<file path="src/rtl/mem_stage_sram_pkg.sv">
// Shared types and constants for the MEM stage and its 16-bit SRAM word controller.
package mem_stage_sram_pkg;

  typedef enum logic [1:0] {
    S_IDLE = 2'd0,
    S_LO   = 2'd1,
    S_HI   = 2'd2,
    S_DONE = 2'd3
  } sram_state_t;

  localparam int unsigned ADDR_BASE_DEF = 1024;
  localparam int unsigned SRAM_DQ_W     = 16;
  localparam int unsigned SRAM_WORD_W   = 2 * SRAM_DQ_W;
  localparam int unsigned WAIT_CNT_W    = 4;

  // Control half of the WB payload; the wide fields are kept in separate registers.
  typedef struct packed {
    logic       wb_en;
    logic       mem_r_en;
    logic [3:0] dest;
  } wb_ctrl_t;

endpackage

</file>
<file path="src/rtl/mem_stage_sram_if.sv">
// SRAM pin bundle: master is the MEM stage controller, slave is the memory device.
interface mem_stage_sram_if #(
  parameter int unsigned ADDR_W = 18
) ();
  import mem_stage_sram_pkg::*;

  logic [ADDR_W-1:0]    sram_addr;
  logic [SRAM_DQ_W-1:0] sram_dq_out;
  logic                 sram_dq_oe;
  logic [SRAM_DQ_W-1:0] sram_dq_in;
  logic                 sram_we_n;

  modport master (
    output sram_addr, sram_dq_out, sram_dq_oe, sram_we_n,
    input  sram_dq_in
  );

  modport slave (
    input  sram_addr, sram_dq_out, sram_dq_oe, sram_we_n,
    output sram_dq_in
  );
endinterface

</file>
<file path="src/rtl/mem_stage_sram_word_ctrl.sv">
// Two-half-word SRAM access sequencer: FSM, wait counter, registered pins, assembled read word.
module mem_stage_sram_word_ctrl
  import mem_stage_sram_pkg::*;
#(
  parameter int unsigned SRAM_ADDR_W = 18,
  parameter int unsigned WAIT_CYCLES = 1
) (
  input  logic                   clk,
  input  logic                   rst,
  input  logic                   start,
  input  logic                   write,
  input  logic [SRAM_ADDR_W-2:0] word,
  input  logic [SRAM_WORD_W-1:0] wdata,
  output logic                   done_c,
  output logic [SRAM_WORD_W-1:0] rdata,
  mem_stage_sram_if.master       sram
);

  localparam int unsigned WORD_AW = SRAM_ADDR_W - 1;

  sram_state_t state, state_next;

  logic [WAIT_CNT_W-1:0]  cnt, cnt_d;
  logic                   last_c;
  logic                   write_q, write_d, write_eff;
  logic [WORD_AW-1:0]     word_q, word_d, word_eff;
  logic [SRAM_WORD_W-1:0] wdata_q, wdata_d, wdata_eff;
  logic [SRAM_WORD_W-1:0] rdata_q, rdata_d;
  logic [SRAM_ADDR_W-1:0] addr_q, addr_d;
  logic [SRAM_DQ_W-1:0]   dq_q, dq_d;
  logic                   oe_q, oe_d, we_n_q, we_n_d;

  assign last_c = (cnt == WAIT_CNT_W'(WAIT_CYCLES));

  always_ff @(posedge clk) begin
    if (rst) state <= S_IDLE;
    else     state <= state_next;
  end

  always_comb begin
    state_next = state;
    case (state)
      S_IDLE:  if (start)  state_next = S_LO;
      S_LO:    if (last_c) state_next = S_HI;
      S_HI:    if (last_c) state_next = S_DONE;
      S_DONE:  state_next = S_IDLE;
      default: state_next = S_IDLE;
    endcase
  end

  // Pins are registered from the next state so they line up exactly with LO/HI.
  always_comb begin
    cnt_d     = cnt;
    write_d   = write_q;
    word_d    = word_q;
    wdata_d   = wdata_q;
    rdata_d   = rdata_q;
    addr_d    = addr_q;
    dq_d      = dq_q;
    oe_d      = 1'b0;
    we_n_d    = 1'b1;
    write_eff = (state == S_IDLE) ? write : write_q;
    word_eff  = (state == S_IDLE) ? word  : word_q;
    wdata_eff = (state == S_IDLE) ? wdata : wdata_q;

    case (state)
      S_IDLE: begin
        cnt_d = '0;
        if (start) begin
          write_d = write;
          word_d  = word;
          wdata_d = wdata;
        end
      end
      S_LO, S_HI: begin
        cnt_d = last_c ? '0 : cnt + WAIT_CNT_W'(1);
        if (last_c && !write_q) begin
          if (state == S_LO) rdata_d[SRAM_DQ_W-1:0]           = sram.sram_dq_in;
          else               rdata_d[SRAM_WORD_W-1:SRAM_DQ_W] = sram.sram_dq_in;
        end
      end
      default: cnt_d = '0;
    endcase

    if (state_next == S_LO || state_next == S_HI) begin
      addr_d = {word_eff, state_next == S_HI};
      dq_d   = (state_next == S_HI) ? wdata_eff[SRAM_WORD_W-1:SRAM_DQ_W]
                                    : wdata_eff[SRAM_DQ_W-1:0];
      oe_d   = write_eff;
      we_n_d = !write_eff;
    end
  end

  always_ff @(posedge clk) begin
    if (rst) begin
      cnt     <= '0;
      write_q <= 1'b0;
      word_q  <= '0;
      wdata_q <= '0;
      rdata_q <= '0;
      addr_q  <= '0;
      dq_q    <= '0;
      oe_q    <= 1'b0;
      we_n_q  <= 1'b1;
    end else begin
      cnt     <= cnt_d;
      write_q <= write_d;
      word_q  <= word_d;
      wdata_q <= wdata_d;
      rdata_q <= rdata_d;
      addr_q  <= addr_d;
      dq_q    <= dq_d;
      oe_q    <= oe_d;
      we_n_q  <= we_n_d;
    end
  end

  assign done_c           = (state == S_DONE);
  assign rdata            = rdata_q;
  assign sram.sram_addr   = addr_q;
  assign sram.sram_dq_out = dq_q;
  assign sram.sram_dq_oe  = oe_q;
  assign sram.sram_we_n   = we_n_q;

endmodule

</file>
<file path="src/rtl/mem_stage_sram.sv">
// ARM pipeline MEM stage on a 16-bit SRAM: freeze, address translation, WB registers.
// Define MEM_ALIGN_CHECK_EN to reject unaligned/below-base accesses and add the align_err port.
module mem_stage_sram
  import mem_stage_sram_pkg::*;
#(
  parameter int unsigned BIT_NUMBER  = 32,
  parameter int unsigned SRAM_ADDR_W = 18,
  parameter int unsigned WAIT_CYCLES = 1,
  parameter int unsigned ADDR_BASE   = ADDR_BASE_DEF
) (
  input  logic                  clk,
  input  logic                  rst,
  input  logic                  wb_en_in,
  input  logic                  mem_r_en,
  input  logic                  mem_w_en,
  input  logic [3:0]            dest_in,
  input  logic [BIT_NUMBER-1:0] alu_result,
  input  logic [BIT_NUMBER-1:0] val_rm,
  output logic                  freeze,
  output logic                  wb_en,
  output logic                  mem_r_en_out,
  output logic [3:0]            dest,
  output logic [BIT_NUMBER-1:0] alu_result_out,
  output logic [BIT_NUMBER-1:0] mem_data,
`ifdef MEM_ALIGN_CHECK_EN
  output logic                  align_err,
`endif
  mem_stage_sram_if.master      sram
);

  logic                   mem_op_c;
  logic                   bad_c;
  logic                   req_c;
  logic                   done_c;
  logic [BIT_NUMBER-1:0]  offset_c;
  logic [SRAM_ADDR_W-2:0] word_c;
  logic [SRAM_WORD_W-1:0] rdata;
  logic                   unused_offset_bits;

  wb_ctrl_t               wb_q;
  logic [BIT_NUMBER-1:0]  alu_q;
  logic [BIT_NUMBER-1:0]  data_q;

  assign mem_op_c = mem_r_en | mem_w_en;

`ifdef MEM_ALIGN_CHECK_EN
  assign bad_c = mem_op_c & ((alu_result[1:0] != 2'b00) |
                             (alu_result < BIT_NUMBER'(ADDR_BASE)));
`else
  assign bad_c = 1'b0;
`endif

  assign req_c  = mem_op_c & !bad_c;
  assign freeze = req_c & !done_c & !rst;

  // Byte offset from the SRAM window, wrapped; bits [1:0] select a byte and are dropped.
  assign offset_c           = alu_result - BIT_NUMBER'(ADDR_BASE);
  assign word_c             = offset_c[SRAM_ADDR_W:2];
  assign unused_offset_bits = ^{offset_c[BIT_NUMBER-1:SRAM_ADDR_W+1], offset_c[1:0]};

  mem_stage_sram_word_ctrl #(
    .SRAM_ADDR_W (SRAM_ADDR_W),
    .WAIT_CYCLES (WAIT_CYCLES)
  ) u_ctrl (
    .clk    (clk),
    .rst    (rst),
    .start  (req_c),
    .write  (mem_w_en),
    .word   (word_c),
    .wdata  (SRAM_WORD_W'(val_rm)),
    .done_c (done_c),
    .rdata  (rdata),
    .sram   (sram)
  );

  // WB registers: bubble while frozen, otherwise take the instruction (and load word in DONE).
  always_ff @(posedge clk) begin
    if (rst) begin
      wb_q   <= '0;
      alu_q  <= '0;
      data_q <= '0;
    end else if (freeze) begin
      wb_q.wb_en    <= 1'b0;
      wb_q.mem_r_en <= 1'b0;
    end else begin
      wb_q.wb_en    <= wb_en_in & !bad_c;
      wb_q.mem_r_en <= mem_r_en & !bad_c;
      wb_q.dest     <= dest_in;
      alu_q         <= alu_result;
      if (done_c) data_q <= BIT_NUMBER'(rdata);
    end
  end

`ifdef MEM_ALIGN_CHECK_EN
  logic align_q;

  always_ff @(posedge clk) begin
    if (rst) align_q <= 1'b0;
    else     align_q <= bad_c;
  end

  assign align_err = align_q;
`endif

  assign wb_en          = wb_q.wb_en;
  assign mem_r_en_out   = wb_q.mem_r_en;
  assign dest           = wb_q.dest;
  assign alu_result_out = alu_q;
  assign mem_data       = data_q;

endmodule

</file>
<file path="src/flat_wrapper.sv">
// flat-port wrapper written by rule: the top's interface ports become plain ports
module mem_stage_sram_flat import mem_stage_sram_pkg::*;
#(
  parameter int unsigned BIT_NUMBER  = 32,
  parameter int unsigned SRAM_ADDR_W = 18,
  parameter int unsigned WAIT_CYCLES = 1,
  parameter int unsigned ADDR_BASE   = ADDR_BASE_DEF
)
  (clk, rst, wb_en_in, mem_r_en, mem_w_en, dest_in, alu_result, val_rm, freeze, wb_en, mem_r_en_out, dest, alu_result_out, mem_data, sram_sram_addr, sram_sram_dq_out, sram_sram_dq_oe, sram_sram_we_n, sram_sram_dq_in);
  mem_stage_sram_if #(.ADDR_W(18)) sram_i ();
  input  logic clk;
  input  logic rst;
  input  logic wb_en_in;
  input  logic mem_r_en;
  input  logic mem_w_en;
  input  logic [3:0] dest_in;
  input  logic [BIT_NUMBER-1:0] alu_result;
  input  logic [BIT_NUMBER-1:0] val_rm;
  output logic freeze;
  output logic wb_en;
  output logic mem_r_en_out;
  output logic [3:0] dest;
  output logic [BIT_NUMBER-1:0] alu_result_out;
  output logic [BIT_NUMBER-1:0] mem_data;
  output wire logic [$bits(sram_i.sram_addr)-1:0] sram_sram_addr;
  output wire logic [$bits(sram_i.sram_dq_out)-1:0] sram_sram_dq_out;
  output wire logic [$bits(sram_i.sram_dq_oe)-1:0] sram_sram_dq_oe;
  output wire logic [$bits(sram_i.sram_we_n)-1:0] sram_sram_we_n;
  input wire logic [$bits(sram_i.sram_dq_in)-1:0] sram_sram_dq_in;
  assign sram_sram_addr = sram_i.sram_addr;
  assign sram_sram_dq_out = sram_i.sram_dq_out;
  assign sram_sram_dq_oe = sram_i.sram_dq_oe;
  assign sram_sram_we_n = sram_i.sram_we_n;
  assign sram_i.sram_dq_in = sram_sram_dq_in;
  mem_stage_sram #(.BIT_NUMBER(BIT_NUMBER), .SRAM_ADDR_W(SRAM_ADDR_W), .WAIT_CYCLES(WAIT_CYCLES), .ADDR_BASE(ADDR_BASE)) u_core (.clk(clk), .rst(rst), .wb_en_in(wb_en_in), .mem_r_en(mem_r_en), .mem_w_en(mem_w_en), .dest_in(dest_in), .alu_result(alu_result), .val_rm(val_rm), .freeze(freeze), .wb_en(wb_en), .mem_r_en_out(mem_r_en_out), .dest(dest), .alu_result_out(alu_result_out), .mem_data(mem_data), .sram(sram_i));
endmodule
</file>
<file path="config.mk">
export PLATFORM = sky130hd
export DESIGN_NAME = mem_stage_sram_flat
export DESIGN_NICKNAME = d
export VERILOG_FILES = /design/src/rtl/mem_stage_sram_pkg.sv /design/src/rtl/mem_stage_sram_if.sv /design/src/rtl/mem_stage_sram_word_ctrl.sv /design/src/rtl/mem_stage_sram.sv /design/src/flat_wrapper.sv
export SDC_FILE = /design/constraint.sdc
export NUM_CORES = 1
export LEC_CHECK = 0
export BUFFER_PORTS_ARGS = -buffer_cell sky130_fd_sc_hd__buf_2
export CORE_MARGIN = 3
export CORE_UTILIZATION = 48
export DETAILED_ROUTE_END_ITERATION = 7
export PLACE_DENSITY_LB_ADDON = 0.05
export SYNTH_ARGS = -nofsm -noshare
export SYNTH_HDL_FRONTEND = slang
export SYNTH_HIERARCHICAL = 1
export SYNTH_SLANG_ARGS = --single-unit
export TNS_END_PERCENT = 20
</file>
<file path="constraint.sdc">
create_clock -name clk -period 2.3 [get_ports clk]
set_input_delay 0.23 -clock clk [delete_from_list [all_inputs] [get_ports clk]]
set_output_delay 0.23 -clock clk [all_outputs]
set_load 0.005 [all_outputs]
</file>
Yosys cells after proc, flatten, opt, wreduce, memory -nomap -nowiden
Cells that the tools add are included.
- logic and storage cells: 54
- output and inout bits: 107
- bits in registers: 194
- mux-type cells: 8
- bitwise logic cells: 7
- reduce and logical (&&, ||, !) cells: 15
- equal/unequal tests: 6
- add/subtract/negate cells: 2
- operators by type and width (cell ; number):
    32-bit two-way mux ; 1
    19-bit by 11-bit subtractor with 19-bit output (second input constant) ; 1
    17-bit two-way mux ; 1
    16-bit two-way mux ; 1
    2-bit one-hot mux with 4 select lines ; 1
    2-bit == test (second input constant) ; 3
    2-bit two-way mux ; 3
    3-bit AND reduction ; 2
    2-bit OR reduction ; 3
    4-bit by 1-bit adder with 4-bit output (second input constant) ; 1
    2-bit by 1-bit == test with 1-bit output (second input constant) ; 2
    4-bit by 1-bit == test with 1-bit output (second input constant) ; 1
    1-bit zero test ; 4
    1-bit NOT ; 4
    2-bit AND reduction ; 2
    3-bit OR reduction ; 1
    1-bit bitwise AND ; 2
    2-bit zero test ; 1
    1-bit logical AND ; 1
    1-bit logical OR ; 1
    1-bit two-way mux ; 1
    1-bit OR ; 1

Logic depth before layout (Yosys ltp)
Gate-level depths: netlist (run 1).
- word-level depth: 7
- depth in mapped cells: 13
- gate-level depth less buffers: 9

Cells and area by module
The synthesis (run 1) kept the hierarchy.
- by module, submodules not included (module ; times used ; cells an instance ; area an instance (µm²)):
    mem_stage_sram_word_ctrl ; 1 ; 532 ; 5212.5
    mem_stage_sram ; 1 ; 211 ; 2418.6

Worst setup path after synthesis (run 1)
No wires, ideal clock.
- path type: register to register
- from: register u_core.u_ctrl.state[0]
- to: register u_core.u_ctrl.addr_q[0], in the netlist u_core/u_ctrl/sram.sram_addr[0]
- required time: 2.172 ns
- library setup time: 0.128 ns
- path buffers: 4
- slack: -0.285 ns
- cell stages (with the launch flop): 12
- data arrival time: 2.457 ns
- clock period less this slack: 2.585 ns
- cell sequence: dfxtp_1 -> inv_1 -> ha_1 -> buf_2 -> buf_2 -> o211a_1 -> nand2b_1 -> ha_1 -> clkbuf_1 -> buf_2 -> mux2i_1 -> nor2_1
- longest elaborated chain between the ends: 4
- elaborated cells between the ends (all ways): 11
- ends and longest elaborated chain (element ; RTL line ; text):
    from (decl) ; mem_stage_sram_word_ctrl.sv:21 ; sram_state_t state, state_next;
    from (signal assigned) ; mem_stage_sram_word_ctrl.sv:37 ; else state <= state_next;
    2-bit == test (tied with other cells) ; mem_stage_sram_word_ctrl.sv:42 ; case (state)
    2-bit one-hot mux with 4 select lines (*) ; mem_stage_sram_word_ctrl.sv:42 ;
    2-bit by 1-bit == test with 1-bit output or 2-bit == test (tied branches) ; mem_stage_sram_word_ctrl.sv:85, mem_stage_sram_word_ctrl.sv:86 ;
    1-bit logical OR ; mem_stage_sram_word_ctrl.sv:85 ; if (state_next == S_LO || state_next == S_HI) begin
    to (signal assigned) ; mem_stage_sram_word_ctrl.sv:111 ; addr_q <= addr_d;
    to (decl) ; mem_stage_sram_word_ctrl.sv:29 ; logic [SRAM_ADDR_W-1:0] addr_q, addr_d;
Every way passes the cells marked *; elsewhere a longest branch is shown, timed or not.
A chain may end at the register's enable or synchronous reset.

Worst setup path after layout (run 1)
- from: register u_core.u_ctrl.cnt[0]
- to: register u_core.u_ctrl.addr_q[4], in the netlist u_core/u_ctrl/sram.sram_addr[4]
- longest elaborated chain between the ends: 5
- elaborated cells between the ends (all ways): 7
- ends and longest elaborated chain (element ; RTL line ; text):
    from (decl) ; mem_stage_sram_word_ctrl.sv:23 ; logic [WAIT_CNT_W-1:0] cnt, cnt_d;
    from (signal assigned) ; mem_stage_sram_word_ctrl.sv:106 ; cnt <= cnt_d;
    4-bit by 1-bit == test with 1-bit output (*) ; mem_stage_sram_word_ctrl.sv:33 ; assign last_c = (cnt == WAIT_CNT_W'(WAIT_CYCLES));
    2-bit two-way mux (on tied branches) ; mem_stage_sram_word_ctrl.sv:45, mem_stage_sram_word_ctrl.sv:44 ;
    2-bit one-hot mux with 4 select lines (*) ; mem_stage_sram_word_ctrl.sv:42 ;
    2-bit by 1-bit == test with 1-bit output or 2-bit == test (tied branches) ; mem_stage_sram_word_ctrl.sv:85 ;
    1-bit logical OR (*) ; mem_stage_sram_word_ctrl.sv:85 ;
Marked as above.

==> reports/metrics.cfg, run 1 <==
[synthesis]
synth_area_um2=7630
avgSynthCellArea_um2=10.3
yosys_warnings=6
synth-seq-area-share=0.509
synthFlopType=dfxtp_1
synthArstFlopShare=0
synth_edf_count=0
synth.ff_latch_count=194
ys_types=38
syn-num-nets=840
synth_cells=743

[clock_network]
h-tree-depth=4
clockRootBuffer=clkbuf_16
cts_buffer_depth=2
cts_buffers=17
clk_pin_slew_ns=0.06
cts_tree=built
cts_sinks=194
clk_latency_ns=0.42

[critical_path]
cp-end-kind=register
crit_path_max_incr_delay_ns=0.38
critical_path_class=register to register
cp.required_ns=2.59
slowest_stage=or3b_4
cp_max_fo=3
critPathLaunchType=register
cp_cell_sequence=ha_4 -> or3b_4 -> o211a_1 -> nand2b_4 -> ha_4 -> buf_4 -> buf_4 -> mux2i_1 -> nor2_1
arrival_ns=2.51

[sta]
fin_crit_sh=0.964
hold_ws_ns=0.0227
max_freq_mhz=451
fin_worst_skew_ns=0.00504
period_needed_ns=2.22
setup_violations=0
slew_headroom=0.625
slew_viol_final=0
final_hold_viol_count=0
tightest_slew_ns=0.562

[global_route]
grt_max_degree=113
overflow=0
grt_pass1_vias=5621
antenna_found_initial=0
track_usage=0.193
grt_pass1_wl_um=27900

[power]
ir_drop_v=0.000710
power_density_nw_per_um2=1330
power_leakage_nw=4.35
p_total_mw=12.8

[finish]
areaGrowthSynthToFinish_pct=25.8
final_nets=1029
drive_gt1_frac=0.322
fillers=1287
antenna_cells=0

[route]
dr.pass1.iters=4
routed_via_density=5.04
wl_per_cell_um=15.2
drc=0
detail-route-antenna-nets=0
drt-total-wl_um=17600
vias=5820
drtIter0Drc=333

[placement]
gp_congestion=0.783
dpl.hpwl_um=11600
io_buffers=195

[die]
coreArea_um2=15400
dieArea_um2=17400
fp.dieW_um=132
ios=196
initial_core_util=0.496
die-height_um=132
rows=45

[worst_hold_path]
hp-class=primary input to register

[run]
maxCapViolCount=0

[status]
status=completed

[cells in the final DEF (no fill, tap or decap), drive strengths merged, types with 16 or more instances in the layout]
master and instances:
buf 219, dfxtp 194, nand2 102, mux2i 99
nor2 73, a21oi 52, nand2b 51, a22o 36
clkbuf 25, mux2 17, mux4 16
[flip-flops by register name, indices dropped and copies added, names as in the netlist]
name,count
u_core/wb_en,1
u_core/u_ctrl/state,2
u_core/alu_result_out,32
u_core/dest,4
u_core/mem_data,32
u_core/u_ctrl/sram.sram_dq_oe,1
u_core/u_ctrl/sram.sram_dq_out,16
u_core/u_ctrl/wdata_q,32
u_core/u_ctrl/rdata,32
u_core/u_ctrl/sram.sram_we_n,1
u_core/u_ctrl/sram.sram_addr,18
u_core/u_ctrl/cnt,4
u_core/mem_r_en_out,1
u_core/u_ctrl/write_q,1
u_core/u_ctrl/word_q,17
[final cells by class]
type,count,area (um2),area share
clock buffers,22,484,0.0504
well taps,211,264,0.0275
repair buffers,225,1340,0.140
inverters,9,33.8,0.00352
multi-input cells,485,3510,0.366
flip-flops and latches,194,3890,0.405
clock inverters,9,81.3,0.00847
[logic make-up (layout without fill, tap and decap cells)]
family,after synthesis,in the layout,synth area share
AND/OR/NAND/NOR,243,243,0.147
flip-flops,194,194,0.509
multiplexers,132,132,0.202
AO/OA/AOI/OAI,93,93,0.0800
buffers and inverters,64,265,0.0389
XOR/XNOR,9,9,0.0103
adder cells (fa/ha/maj),8,8,0.0131
[cell usage after synthesis, types with 2 or more instances]
master	number	area share
xor2_1	6	0.0069
mux2_2	17	0.025
o21ai_0	2	0.0013
dfxtp_1	194	0.51
ha_1	8	0.013
buf_2	17	0.011
nand2b_1	51	0.042
a21oi_1	52	0.034
clkbuf_1	28	0.014
and2_1	3	0.0025
a22o_1	36	0.041
nor3b_1	2	0.0020
mux2i_1	99	0.13
xnor2_1	3	0.0034
buf_4	3	0.0030
inv_1	8	0.0039
nand2_1	102	0.050
buf_1	5	0.0025
nor2_1	73	0.036
mux4_2	16	0.047
[where the power goes]
group / total, mW / switching (mW) / internal (mW)
sequential: 4.15 / 0.266 / 3.88
combinational: 5.84 / 2.68 / 3.15
clock: 2.81 / 1.21 / 1.60
total: 12.8 / 4.16 / 8.63
[worst max-delay path, delay by kind of cell, from the launching register on]
family / cells / cell delay, ns
muxes: 1 / 0.20
DFF: 1 / 0.36
AOI/OAI and AO/OA: 1 / 0.24
and+or+nand+nor: 3 / 0.59
buffers and inverters: 2 / 0.26
adders and majority gates: 2 / 0.43
[per-stage QoR]
step / cell area [um2] / setup WS, ns / instances / utilization / TNS (ns)
floorplan: 7670 / 0.00102 / 743 / - / 0
global placement: 8810 / 0.0269 / 1111 / 0.573 / 0
detailed placement: 8810 / -0.129 / 1111 / 0.573 / -1.77
CTS: 9420 / 0.0531 / 1145 / 0.613 / 0
global route: 9600 / -0.0175 / 1155 / 0.625 / -0.112
finish: 9600 / 0.0825 / 1155 / 0.625 / 0
[final timing paths]
| path | startpoint | endpoint | slack (ns) | depth (start not counted) |
|---|---|---|---|---|
| worst max-delay path | u_core/u_ctrl/cnt[0]$_SDFF_PP0_ | u_core/u_ctrl/sram.sram_addr[4]$_SDFFE_PP0P_ | 0.08 | 9 |
| worst min-delay path | alu_result[1] | u_core/alu_result_out[1]$_SDFFE_PP0N_ | 0.02 | 2 |
| worst max register to register | u_core/u_ctrl/cnt[0]$_SDFF_PP0_ | u_core/u_ctrl/sram.sram_addr[4]$_SDFFE_PP0P_ | 0.08 | 9 |
| worst min register to register | u_core/u_ctrl/word_q[4]$_SDFFE_PP0P_ | u_core/u_ctrl/word_q[4]$_SDFFE_PP0P_ | 0.45 | 2 |
[timing repair]
| item | CTS | global route |
|---|---|---|
| hold buffers | 3 | 0 |
| endpoints found under the setup margin | 28 | 32 |
| buffers inserted | 0 | 7 |
| resized for setup | 2 | 13 |
| pin swaps | 0 | 2 |
| cloned | 0 | 3 |
| hold endpoints to repair | 3 | 0 |
[layer usage]
metal,vias to the layer above,GRT usage,part of all wire
li1,2902,-,-
met1,2701,0.257,0.45
met4,0,0.0653,0.013
met5,-,0,0
met2,196,0.304,0.46
met3,21,0.0542,0.075
No activity file was read; power rests on OpenSTA's default activity.
==> inputs of run 2 (changes only) <==
--- a/config.mk
+++ b/config.mk
@@ -10,6 +10,7 @@
 export CORE_UTILIZATION = 48
 export DETAILED_ROUTE_END_ITERATION = 7
 export PLACE_DENSITY_LB_ADDON = 0.05
+export RECOVER_POWER = 50
 export SYNTH_ARGS = -nofsm -noshare
 export SYNTH_HDL_FRONTEND = slang
 export SYNTH_HIERARCHICAL = 1
==> run 2 against run 1 <==
Net effect: critical path depth unchanged; core utilization decreased by 0.45 points; critical endpoint unchanged; highest routed layer unchanged; sequential share of layout area increased by 0.29 points; die area unchanged; register-to-register slack about the same.
==> reports/metrics.cfg, run 2 (synthesis results as in run 1) <==
[critical_path]
reg2reg_slack_ns=0.09  ; was 0.08 ns
arrival_ns=2.50  ; was 2.51 ns
cp-end-kind=register  ; unchanged
reg2reg_depth=9  ; unchanged
cp.required_ns=2.59  ; about the same
r2r-start=u_core/u_ctrl/cnt[0]$_SDFF_PP0_  ; unchanged
critical_path_class=register to register  ; unchanged
critPathLaunchType=register  ; unchanged
reg2reg_to=u_core/u_ctrl/sram.sram_addr[4]$_SDFFE_PP0P_  ; unchanged
cp_max_fo=3  ; unchanged

[sta]
setup_violations=0  ; unchanged
fin_worst_skew_ns=0.00637  ; was 0.00504 ns
tightest_slew_ns=0.566  ; was 0.562 ns
tns_ns=0  ; unchanged
max_freq_mhz=451  ; about the same
period_needed_ns=2.21  ; was 2.22 ns
slew_viol_final=0  ; unchanged
final_hold_viol_count=0  ; unchanged
slew_headroom=0.623  ; was 0.625
fin_crit_sh=0.963  ; was 0.964

[finish]
areaGrowthSynthToFinish_pct=24.9  ; was 25.8%
drive_gt1_frac=0.264  ; was 0.322
layout_common_cells=dfxtp_1 (192), buf_2 (139), nand2_1 (101)  ; was buf_2 (194), dfxtp_1 (192), nand2_1 (101)
antenna_cells=0  ; unchanged
fillers=1323  ; was 1287
final_util=0.620  ; was 0.625
postLayoutCellArea_um2=9530  ; was 9600 um2
mostFrequentLayoutCell=dfxtp_1  ; was buf_2
final_nets=1029  ; unchanged
finalNonFillerCells=1155  ; unchanged

[clock_network]
h-tree-depth=4  ; unchanged
cts_sinks=194  ; unchanged
clk_latency_ns=0.42  ; about the same
cts_tree=built  ; unchanged
clockRootBuffer=clkbuf_16  ; unchanged
clk_pin_slew_ns=0.06  ; about the same
cts_buffer_depth=2  ; unchanged
cts_buffers=17  ; unchanged

[placement]
postPlaceCellArea_um2=8810  ; unchanged
gp_congestion=0.783  ; unchanged
io_buffers=195  ; unchanged
dp_cells=1111  ; unchanged
dpl.hpwl_um=11600  ; unchanged

[die]
initial_core_util=0.496  ; unchanged
dieArea_um2=17400  ; unchanged
ios=196  ; unchanged
die-height_um=132  ; unchanged
coreArea_um2=15400  ; unchanged
rows=45  ; unchanged
fp.dieW_um=132  ; unchanged

[route]
dr.pass1.iters=5  ; was 4
routed.top_layer=met4  ; unchanged
detail-route-antenna-nets=0  ; unchanged
wl_per_cell_um=15.2  ; about the same
drc=0  ; unchanged
wl_met3_um=1190  ; was 1330 um
wl_met2_um=8100  ; was 8060 um
vias=5820  ; unchanged
drtIter0Drc=348  ; was 333
routed_via_density=5.04  ; unchanged
met1_length_um=8070  ; was 7940 um
drt-total-wl_um=17600  ; about the same

[global_route]
grt_pass1_wl_um=27900  ; unchanged
grt_pass1_vias=5621  ; unchanged
overflow=0  ; unchanged
antenna_found_initial=0  ; unchanged
track_usage=0.193  ; unchanged
grt_max_degree=113  ; unchanged

[status]
status=completed  ; unchanged

[run]
maxCapViolCount=0  ; unchanged

[worst_hold_path]
hold_end=u_core/alu_result_out[1]$_SDFFE_PP0N_  ; unchanged
hp-class=primary input to register  ; unchanged
whs_path_depth=2  ; unchanged
holdCritStartpoint=alu_result[1]  ; unchanged

[power]
p_total_mw=12.8  ; about the same
power_density_nw_per_um2=1340  ; was 1330 nW/um2
power_leakage_nw=4.12  ; was 4.35 nW
ir_drop_v=0.000708  ; was 0.000710 V

## run 2: routing by layer
layer / global-route usage / vias up
li1: - / 2903
met1: 0.257 / 2712
met2: 0.304 / 188
met3: 0.0542 / 17
met4: 0.0653 / 0
met5: 0 / -
## run 2: report_power, final
part / total, mW / leakage, nW / internal [mW] / switching [mW]
clock network: 2.81 / 0.274 / 1.60 / 1.22
logic: 5.81 / 2.26 / 3.12 / 2.68
registers: 4.15 / 1.58 / 3.88 / 0.270
## run 2: worst max-delay path by stage
stage                                            startpoint                                               to  slack [ns]  cells past startpoint
after global routing        u_core/u_ctrl/cnt[1]$_SDFF_PP0_  u_core/u_ctrl/sram.sram_dq_out[14]$_SDFFE_PP0P_       -0.02                     10
final                       u_core/u_ctrl/cnt[0]$_SDFF_PP0_     u_core/u_ctrl/sram.sram_addr[4]$_SDFFE_PP0P_        0.09                      9
after CTS                   u_core/u_ctrl/cnt[1]$_SDFF_PP0_   u_core/u_ctrl/sram.sram_dq_out[3]$_SDFFE_PP0P_        0.05                      9
after global placement      u_core/u_ctrl/cnt[1]$_SDFF_PP0_   u_core/u_ctrl/sram.sram_dq_out[9]$_SDFFE_PP0P_        0.03                      9
after floorplan           u_core/u_ctrl/state[1]$_SDFF_PP0_  u_core/u_ctrl/sram.sram_dq_out[12]$_SDFFE_PP0P_       0.001                     12
after detailed placement    u_core/u_ctrl/cnt[1]$_SDFF_PP0_   u_core/u_ctrl/sram.sram_dq_out[4]$_SDFFE_PP0P_       -0.13                      9
## run 2: layout make-up
type | count | area, um2 | area share
repair buffers | 225 | 1270 | 0.133
clock buffers | 22 | 484 | 0.0508
inverters | 9 | 33.8 | 0.00354
flip-flops and latches | 194 | 3890 | 0.408
clock inverters | 9 | 81.3 | 0.00853
well taps | 211 | 264 | 0.0277
multi-input cells | 485 | 3510 | 0.368
## run 2: timing repair
item                       4_1_cts  5_1_grt
hold buffers                     3        0
pin swaps                        0        2
gates cloned                     0        3
setup endpoints to repair       28       32
hold endpoints to repair         3        0
resized for setup                2       13
setup buffers                    0        7
## run 2: critical path: stages (launching register included)
cell and delay [ns]:
dfxtp_2 0.36, ha_4 0.14, or3b_4 0.38, o211a_1 0.24, nand2b_4 0.15, ha_4 0.29
buf_4 0.13, buf_4 0.13, mux2i_1 0.20, nor2_1 0.06
## run 2: per-stage QoR
step	hold WS [ns]	setup slack (ns)
floorplan	0.352	0.00102
global placement	0.431	0.0269
detailed placement	0.434	-0.129
CTS	0.000731	0.0531
global route	0.00172	-0.0175
finish	0.0214	0.0851
